## src/rtl/muldiv_pkg.sv

```systemverilog
// Shared types and constants for the multicycle multiply/divide unit.
// Optional feature macro used by the unit: MULDIV_DIVZERO_EN (divide-by-zero bypass).
package muldiv_pkg;

  localparam int unsigned MULDIV_WIDTH = 32;
  localparam int unsigned MULDIV_ITER  = 32;

  typedef enum logic [2:0] {
    IDLE,
    MULT_RUN,
    DIV_RUN,
    DIV_FIX,
    DONE
  } state_e;

  // Source of the value loaded into the HI/LO result registers
  typedef enum logic [1:0] {
    RES_HOLD,
    RES_MULT,
    RES_DIV,
    RES_DIVZ
  } res_sel_e;

endpackage

```

## src/rtl/booth_mult_core.sv

```systemverilog
// Radix-2 Booth multiplier datapath: one recoded bit per step, exposes the
// post-step product so the owner can capture the final value on the last step.
module booth_mult_core
  import muldiv_pkg::*;
#(
  parameter int unsigned WIDTH = MULDIV_WIDTH
) (
  input  logic                 clk,
  input  logic                 reset,
  input  logic                 load_i,
  input  logic                 step_i,
  input  logic [WIDTH-1:0]     mcand_i,
  input  logic [WIDTH-1:0]     mplier_i,
  output logic [2*WIDTH-1:0]   prod_nxt_o
);

  // One guard bit on the accumulator keeps +/-(-2^(W-1)) from overflowing
  logic [WIDTH:0]   acc_q, acc_d, acc_sum, mcand_ext;
  logic [WIDTH-1:0] mq_q, mq_d, mcand_q, mcand_d;
  logic             qm1_q, qm1_d;

  always_comb begin
    mcand_ext = {mcand_q[WIDTH-1], mcand_q};
    unique case ({mq_q[0], qm1_q})
      2'b01:   acc_sum = acc_q + mcand_ext;
      2'b10:   acc_sum = acc_q - mcand_ext;
      default: acc_sum = acc_q;
    endcase

    acc_d   = acc_q;
    mq_d    = mq_q;
    qm1_d   = qm1_q;
    mcand_d = mcand_q;
    if (load_i) begin
      acc_d   = '0;
      mq_d    = mplier_i;
      qm1_d   = 1'b0;
      mcand_d = mcand_i;
    end else if (step_i) begin
      acc_d = {acc_sum[WIDTH], acc_sum[WIDTH:1]};
      mq_d  = {acc_sum[0], mq_q[WIDTH-1:1]};
      qm1_d = mq_q[0];
    end
  end

  assign prod_nxt_o = {acc_d[WIDTH-1:0], mq_d};

  always_ff @(posedge clk) begin
    if (reset) begin
      acc_q   <= '0;
      mq_q    <= '0;
      qm1_q   <= 1'b0;
      mcand_q <= '0;
    end else begin
      acc_q   <= acc_d;
      mq_q    <= mq_d;
      qm1_q   <= qm1_d;
      mcand_q <= mcand_d;
    end
  end

endmodule

```

## src/rtl/muldiv_unit.sv

```systemverilog
// Sequential signed multiply/divide engine with registered done strobes and
// held HI/LO results. Define MULDIV_DIVZERO_EN for the single-cycle divide-by-zero path.
module muldiv_unit
  import muldiv_pkg::*;
#(
  parameter int unsigned WIDTH = MULDIV_WIDTH
) (
  input  logic             clk,
  input  logic             reset,
  input  logic             mult_start,
  input  logic             div_start,
  input  logic [WIDTH-1:0] op_a,
  input  logic [WIDTH-1:0] op_b,
  output logic             busy,
  output logic             mult_done,
  output logic             div_done,
  output logic             div_by_zero,
  output logic [WIDTH-1:0] hi_out,
  output logic [WIDTH-1:0] lo_out
);

  localparam int unsigned CW = $clog2(WIDTH + 1);

  state_e           state_q, state_d;
  res_sel_e         res_sel;
  logic [CW-1:0]    cnt_q, cnt_d;
  logic             is_div_q, is_div_d, a_neg_q, a_neg_d, b_neg_q, b_neg_d;
  logic [WIDTH-1:0] rem_q, rem_d, quo_q, quo_d, dvs_q, dvs_d;
  logic [WIDTH-1:0] hi_q, hi_d, lo_q, lo_d;
  logic             busy_q, busy_d, mdone_q, mdone_d, ddone_q, ddone_d;
  logic [WIDTH:0]   rem_shift, rem_sub;
  logic [WIDTH-1:0] a_mag, b_mag, quo_fix, rem_fix;
  logic             booth_load, booth_step;
  logic [2*WIDTH-1:0] booth_prod;
`ifdef MULDIV_DIVZERO_EN
  logic             dz_q, dz_d;
`endif

  booth_mult_core #(.WIDTH(WIDTH)) u_booth (
    .clk        (clk),
    .reset      (reset),
    .load_i     (booth_load),
    .step_i     (booth_step),
    .mcand_i    (op_a),
    .mplier_i   (op_b),
    .prod_nxt_o (booth_prod)
  );

  always_comb begin
    state_d    = state_q;
    cnt_d      = cnt_q;
    is_div_d   = is_div_q;
    a_neg_d    = a_neg_q;
    b_neg_d    = b_neg_q;
    rem_d      = rem_q;
    quo_d      = quo_q;
    dvs_d      = dvs_q;
    booth_load = 1'b0;
    booth_step = 1'b0;
    res_sel    = RES_HOLD;
    mdone_d    = 1'b0;
    ddone_d    = 1'b0;
`ifdef MULDIV_DIVZERO_EN
    dz_d       = dz_q;
`endif

    a_mag     = op_a[WIDTH-1] ? -op_a : op_a;
    b_mag     = op_b[WIDTH-1] ? -op_b : op_b;
    // Dividend bits stream out of the quotient register's MSB into the remainder
    rem_shift = {rem_q, quo_q[WIDTH-1]};
    rem_sub   = rem_shift - {1'b0, dvs_q};
    quo_fix   = (a_neg_q ^ b_neg_q) ? -quo_q : quo_q;
    rem_fix   = a_neg_q ? -rem_q : rem_q;

    unique case (state_q)
      IDLE: begin
        if (mult_start || div_start) begin
          is_div_d = !mult_start;
          cnt_d    = CW'(WIDTH);
          a_neg_d  = op_a[WIDTH-1];
          b_neg_d  = op_b[WIDTH-1];
`ifdef MULDIV_DIVZERO_EN
          dz_d     = 1'b0;
`endif
          if (mult_start) begin
            state_d    = MULT_RUN;
            booth_load = 1'b1;
          end else begin
            state_d = DIV_RUN;
            rem_d   = '0;
            quo_d   = a_mag;
            dvs_d   = b_mag;
`ifdef MULDIV_DIVZERO_EN
            if (op_b == '0) begin
              state_d = DONE;
              res_sel = RES_DIVZ;
              dz_d    = 1'b1;
              ddone_d = 1'b1;
            end
`endif
          end
        end
      end
      MULT_RUN: begin
        booth_step = 1'b1;
        cnt_d      = cnt_q - CW'(1);
        if (cnt_q == CW'(1)) begin
          state_d = DONE;
          res_sel = RES_MULT;
          mdone_d = 1'b1;
        end
      end
      DIV_RUN: begin
        cnt_d = cnt_q - CW'(1);
        if (!rem_sub[WIDTH]) begin
          rem_d = rem_sub[WIDTH-1:0];
          quo_d = {quo_q[WIDTH-2:0], 1'b1};
        end else begin
          rem_d = rem_shift[WIDTH-1:0];
          quo_d = {quo_q[WIDTH-2:0], 1'b0};
        end
        if (cnt_q == CW'(1)) state_d = DIV_FIX;
      end
      DIV_FIX: begin
        state_d = DONE;
        res_sel = RES_DIV;
        ddone_d = 1'b1;
      end
      DONE:    state_d = IDLE;
      default: state_d = IDLE;
    endcase

    hi_d = hi_q;
    lo_d = lo_q;
    unique case (res_sel)
      RES_MULT: {hi_d, lo_d} = booth_prod;
      RES_DIV: begin
        hi_d = rem_fix;
        lo_d = quo_fix;
      end
      RES_DIVZ: begin
        hi_d = op_a;
        lo_d = '1;
      end
      default: ;
    endcase

    busy_d = (state_d != IDLE);
  end

  always_ff @(posedge clk) begin
    if (reset) begin
      state_q  <= IDLE;
      cnt_q    <= '0;
      is_div_q <= 1'b0;
      a_neg_q  <= 1'b0;
      b_neg_q  <= 1'b0;
      rem_q    <= '0;
      quo_q    <= '0;
      dvs_q    <= '0;
      hi_q     <= '0;
      lo_q     <= '0;
      busy_q   <= 1'b0;
      mdone_q  <= 1'b0;
      ddone_q  <= 1'b0;
`ifdef MULDIV_DIVZERO_EN
      dz_q     <= 1'b0;
`endif
    end else begin
      state_q  <= state_d;
      cnt_q    <= cnt_d;
      is_div_q <= is_div_d;
      a_neg_q  <= a_neg_d;
      b_neg_q  <= b_neg_d;
      rem_q    <= rem_d;
      quo_q    <= quo_d;
      dvs_q    <= dvs_d;
      hi_q     <= hi_d;
      lo_q     <= lo_d;
      busy_q   <= busy_d;
      mdone_q  <= mdone_d;
      ddone_q  <= ddone_d;
`ifdef MULDIV_DIVZERO_EN
      dz_q     <= dz_d;
`endif
    end
  end

  assign busy      = busy_q;
  assign mult_done = mdone_q;
  assign div_done  = ddone_q;
  assign hi_out    = hi_q;
  assign lo_out    = lo_q;
`ifdef MULDIV_DIVZERO_EN
  assign div_by_zero = dz_q;
`else
  assign div_by_zero = 1'b0;
`endif

endmodule

```

## config.mk

```make
export PLATFORM = sky130hd
export DESIGN_NAME = muldiv_unit
export DESIGN_NICKNAME = d
export VERILOG_FILES = /design/src/rtl/muldiv_pkg.sv /design/src/rtl/booth_mult_core.sv /design/src/rtl/muldiv_unit.sv
export SDC_FILE = /design/constraint.sdc
export NUM_CORES = 1
export LEC_CHECK = 0
export CORE_MARGIN = 2
export CORE_UTILIZATION = 32
export DETAILED_ROUTE_END_ITERATION = 16
export HOLD_SLACK_MARGIN = 0.05
export PLACE_DENSITY = 0.58
export SKIP_LAST_GASP = 1
export SLEW_MARGIN = 20
export SYNTH_ARGS = -nofsm -noshare
export SYNTH_HDL_FRONTEND = slang
export SYNTH_SLANG_ARGS = --single-unit
```

## constraint.sdc

```tcl
create_clock -name clk -period 5 [get_ports clk]
set_clock_uncertainty 0.2 [all_clocks]
set_input_delay 1 -clock clk [delete_from_list [all_inputs] [get_ports clk]]
set_output_delay 1 -clock clk [all_outputs]
set_load 0.01 [all_outputs]
```

Word level (Yosys, flattened, before mapping) --
Index checks and enable logic that the tools add are counted.
Storage, ports and cells: register bits 272, input bits 68, word-level logic and storage cells 86
Cells by class: add/sub/neg operators 8, equal/unequal tests 11, muxes and demuxes 34, bitwise operators 3, reductions and logical operators 13
Operators with widths (count):
- 32-bit two-way mux | 13
- 32-bit case mux with 3 select lines | 2
- 32-bit negation | 4
- 32-bit case mux with 2 select lines | 2
- 33-bit case mux with 2 select lines | 1
- 33-bit adder | 1
- 33-bit by 32-bit subtractor with 33-bit output | 1
- 33-bit subtractor | 1
- 3-bit case mux with 4 select lines | 1
- 6-bit case mux with 2 select lines | 1
- 3-bit two-way mux | 3
- 1-bit two-way mux | 8
- 2-bit equality test (second input constant) | 3
- 3-bit by 2-bit equality test with 1-bit output (second input constant) | 2
- 6-bit by 1-bit equality test with 1-bit output (second input constant) | 1
- 6-bit two-way mux | 1
- 3-bit AND reduction | 2
- 3-bit nonzero test | 2
- 2-bit OR reduction | 3
- 6-bit by 1-bit subtractor with 6-bit output (second input constant) | 1
- 2-bit by 1-bit equality test with 1-bit output (second input constant) | 2
- 2-bit inequality test (second input constant) | 2
- 2-bit case mux with 2 select lines | 1
- 2-bit AND reduction | 2
- other kinds (7) | 9

Longest topological paths before layout --
word-level depth 5, depth in mapped cells 18

By module --
From an unflattened synthesis, not the netlist that was laid out.
Second synthesis, totals: cell total of the unflattened synthesis 2371, area, all modules 18656.6 µm²
Modules (own cells, without submodules):
- muldiv_unit | times used 1, cells each 1445, area each 11457.2 µm²
- booth_mult_core | times used 1, cells each 926, area each 7199.4 µm²

Worst setup path after synthesis --
OpenSTA, ideal clock, no wires.
path kind flip-flop to flip-flop, start point reg u_booth.mcand_q[2], end point reg u_booth.acc_q[31], data arrival time 4.074 ns, slack 0.593 ns, stages on the path, launching flop included 18, path through dfxtp_1 -> or3_1 -> nor4_1 -> nand2_1 -> nor3_1 -> a21oi_1 -> xnor2_1 -> ha_1 -> clkbuf_1 -> a21o_1 -> a21o_1 -> a21oi_1 -> o22a_1 -> o311ai_0 -> a31oi_1 -> mux2_2 -> xnor2_1 -> a21oi_1
Between the ends: word-level cells in the longest chain between the ends 4, elaborated cells between the ends (all ways) 5, those cells by class 2 x add/sub; 3 x mux
Ends and longest elaborated chain:
- start: declaration | RTL line booth_mult_core.sv:19 | logic [WIDTH-1:0] mq_q, mq_d, mcand_q, mcand_d;
- start signal: assignment | RTL line booth_mult_core.sv:58 | mcand_q <= mcand_d;
- 33-bit subtractor / 33-bit adder (equally long branches) | RTL line booth_mult_core.sv:26, booth_mult_core.sv:25
- 33-bit case mux with 2 select lines * | RTL line booth_mult_core.sv:24 | unique case ({mq_q[0], qm1_q})
- 32-bit two-way mux * | RTL line booth_mult_core.sv:39 | end else if (step_i) begin
- 32-bit two-way mux * | RTL line booth_mult_core.sv:34 | if (load_i) begin
- end signal: assignment | RTL line booth_mult_core.sv:50 | acc_q <= '0;
- end signal: assignment | RTL line booth_mult_core.sv:55 | acc_q <= acc_d;
- end: declaration | RTL line booth_mult_core.sv:18 | logic [WIDTH:0] acc_q, acc_d, acc_sum, mcand_ext;
Every way passes the cells marked *; elsewhere a longest branch is shown, timed or not. A chain may end at the register's enable or synchronous reset.

Final worst setup path --
Ends and elaborated chain as after synthesis.

==> run_results.csv <==
group,metric,value,unit
cts,hold_buffers,0,
sta,maxSlewViolCount,0,
routing,ant_nets,0,
logic_synthesis,async_flop_share,0,
cts,clk_path_buf_depth,3,
power,p_sw,3.23,mW
critical_path,critPathRequiredTime,5.19,ns
logic_synthesis,seq_area_frac_synth,0.312,
hold_path,whs_path_depth,2,
critical_path,critPathLaunchType,"register",
logic_synthesis,synth_most_common_cell,"nor2_1",
routing,drt_iter0_markers,1473,
cts,cts.sinks,272,
floorplan,core.rowCount,85,
sta,tightest_slew,1.09,ns
logic_synthesis,yosys_warnings,0,
placement,globalplace.congestion,0.900,
grt,grt_pass1_wl,93.4,mm
cts,cts_tree,"built",
floorplan,start_util,0.324,
power,power_frac_comb,0.392,
cts,postCtsSetupRepairBufs,0,
sta,fin_crit,4.71,ns
cts,clock_latency,0.55,ns
routing,viasPerCell,5.57,
placement,place_hpwl,46.2,mm
critical_path,setup.worst_path.start,"u_booth.mcand_q[2]",
routing,routed_wl,61.0,mm
floorplan,die_w,237,um
floorplan,die-area,56400,sq um
logic_synthesis,ys.flop_type,"dfxtp_1",
sta,final.setup.tns,0,ns
hold_path,min-delay-start,"dvs_q[31]",
critical_path,reg2reg_from,"u_booth.mcand_q[2]",
logic_synthesis,synth_nets,2447,
critical_path,timing_worst_setup_path_type,"register to register",
finish,areaGrowthSynthToFinish,17.3,%
run_status,outcome,"complete, no violations",
routing,vias,17200,
power,p_int,4.96,mW
flow_run,cap_violations,0,
grt,grt_pass1_vias,15900,
finish,diodes,0,
critical_path,cp-end-kind,"register",
power,swShare,0.394,
logic_synthesis,ys_types,82,
power,ir_drop,0.000211,V
finish,drive_above_1_share,0.0553,
critical_path,crit_arrival,4.90,ns
hold_path,hp-class,"register to register",
floorplan,ios,136,
sta,max_freq,212,MHz
power,power_leakage,7.74,nW
grt,overflow,0,
logic_synthesis,yosys-top-cells-count,"nor2_1 (301), nand2_1 (283), dfxtp_1 (272)",
sta,finalSetupViolations,0,
sta,grt_setup_unrepaired,"no",
logic_synthesis,synth_top_area_share,0.312,
routing,drc,0,
critical_path,cp_max_fo,7,
critical_path,r2r_slack,0.29,ns
grt,antenna_found_initial,0,
logic_synthesis,avgSynthCellArea,7.56,sq um
floorplan,die_h,237,um
logic_synthesis,synth_largest_area_cell,"dfxtp_1",
logic_synthesis,synth-seq-cells,272,
finish,nNetsFinal,2510,
logic_synthesis,netlist_top_cells_area,"dfxtp_1 (31%), nor2_1 (6.5%), a21oi_1 (6.3%), nand2_1 (6.1%), xnor2_1 (5.5%)",
critical_path,r2r_cells,17,
finish,final_util,0.380,
floorplan,core-area,53800,sq um
cts,htreeDepth,2,
grt,track_usage,0.211,
critical_path,worst_r2r_endpoint,"u_booth.acc_q[31]",
cts,ctsRootBufferMaster,"clkbuf_16",
placement,port-buffer-count,134,
logic_synthesis,netlist_area,17400,sq um
logic_synthesis,synth_edf_count,0,
routing,dr.pass1.iters,6,
hold_path,hold_path_end,"dvs_q[31]",
grt,grt_start_max_net_pins,74,
sta,max_slew_margin,0.270,
power,p_seq_frac,0.320,
sta,finalCritPeriodShare,0.942,
routing,wl_per_cell,19.8,um
logic_synthesis,synthCells,2305,
sta,hold_viol,0,
cts,cts_buffers,34,
cts,clk_pin_slew,0.06,ns
power,powerDensity,401,nW/um^2
power,pwr-share-clk,0.287,
[kinds of logic (layout without fill, tap and decap cells)]
family,after synthesis,count (layout),share of synthesized area
xor+xnor,207,207,0.104
flops,272,272,0.312
simple gates,779,779,0.196
buf+inv,223,306,0.0489
fa+ha+maj,74,74,0.0540
mux,37,37,0.0218
compound gates,712,712,0.263
other cells,1,1,0.000215
[cell type report]
type / instances / area, sq um
sequential: 272 / 5450
fill: 5558 / 33400
clock inverter: 16 / 136
tap: 696 / 871
timing repair buffer: 170 / 1610
inverter: 80 / 300
clock buffer: 40 / 893
multi-input combinational: 1810 / 11200
[cell usage in the layout, fill, tap and decap left out, types with 31 or more instances in the layout]
cell	instances
nor3_1	37
dfxtp_1	272
xor2_1	97
nor2_1	297
o21ai_0	156
o31ai_1	34
nand2_1	282
inv_1	79
mux2i_1	31
xnor2_1	110
buf_4	36
a211oi_1	71
ha_1	71
a22oi_1	31
clkbuf_16	34
a21oi_1	217
clkdlybuf4s50_1	132
[metrics by stage]
stage / power [mW] / area, sq um / instances / hold WS, ns / setup slack [ns]
finish: 8.20 / 20400 / 3084 / 0.255 / 0.292
global route: 8.70 / 20400 / 3084 / 0.283 / 0.0102
CTS: 8.23 / 20400 / 3084 / 0.262 / 0.128
detailed placement: 5.84 / 19400 / 3028 / 0.254 / 0.169
global placement: 5.81 / 19400 / 3028 / 0.244 / 0.246
floorplan: 4.92 / 17400 / 2305 / 0.232 / 0.593
[per-layer routing]
layer,track usage,routed length [um],vias up
met1,0.295,28500,8233
met4,0.0751,1920,0
li1,-,-,8344
met5,0,0,-
met2,0.332,27100,506
met3,0.0287,3600,93
[flip-flops by register name (all words and copies together), names as in the netlist]
signal,flops
rem_q,32
dvs_q,32
div_done,1
u_booth.acc_q,33
u_booth.qm1_q,1
mult_done,1
cnt_q,6
u_booth.mcand_q,32
u_booth.mq_q,32
quo_q,32
busy,1
hi_out,32
state_q,3
b_neg_q,1
a_neg_q,1
lo_out,32
[power by group through the flow]
stage	clock network [mW]	logic (mW)	registers, mW
final	2.35	3.22	2.63
after global routing	2.49	3.56	2.65
after CTS	2.42	3.19	2.62
after floorplan	0	2.33	2.59
after detailed placement	0	3.17	2.67
after global placement	0	3.14	2.66
[critical path, cell delays in order, from the launching register on]
cell and delay [ns]:
dfxtp_1 0.35, or3_1 0.45, and4bb_2 0.36, nor3b_2 0.48, nand3_1 0.13, nor2_1 0.12
nor2_1 0.06, xnor2_1 0.15, ha_1 0.25, or2_2 0.35, nor2_1 0.22, o211ai_1 0.14
a221oi_1 0.25, inv_1 0.06, a31oi_1 0.30, mux2_2 0.40, xnor2_1 0.19, a21oi_1 0.09
[repair_timing]
item,4_1_cts,5_1_grt
gates resized for setup,0,3
setup endpoints to repair,0,5
hold endpoints to repair,0,0
[worst max-delay path by stage]
stage	endpoint	slack [ns]	depth (start not counted)
floorplan	u_booth.acc_q[31]	0.59	17
global placement	u_booth.acc_q[31]	0.25	18
detailed placement	u_booth.acc_q[31]	0.17	18
CTS	u_booth.acc_q[31]	0.13	18
global route	u_booth.acc_q[31]	0.01	18
finish	u_booth.acc_q[31]	0.29	17
Power figures use the tool's default switching activity.
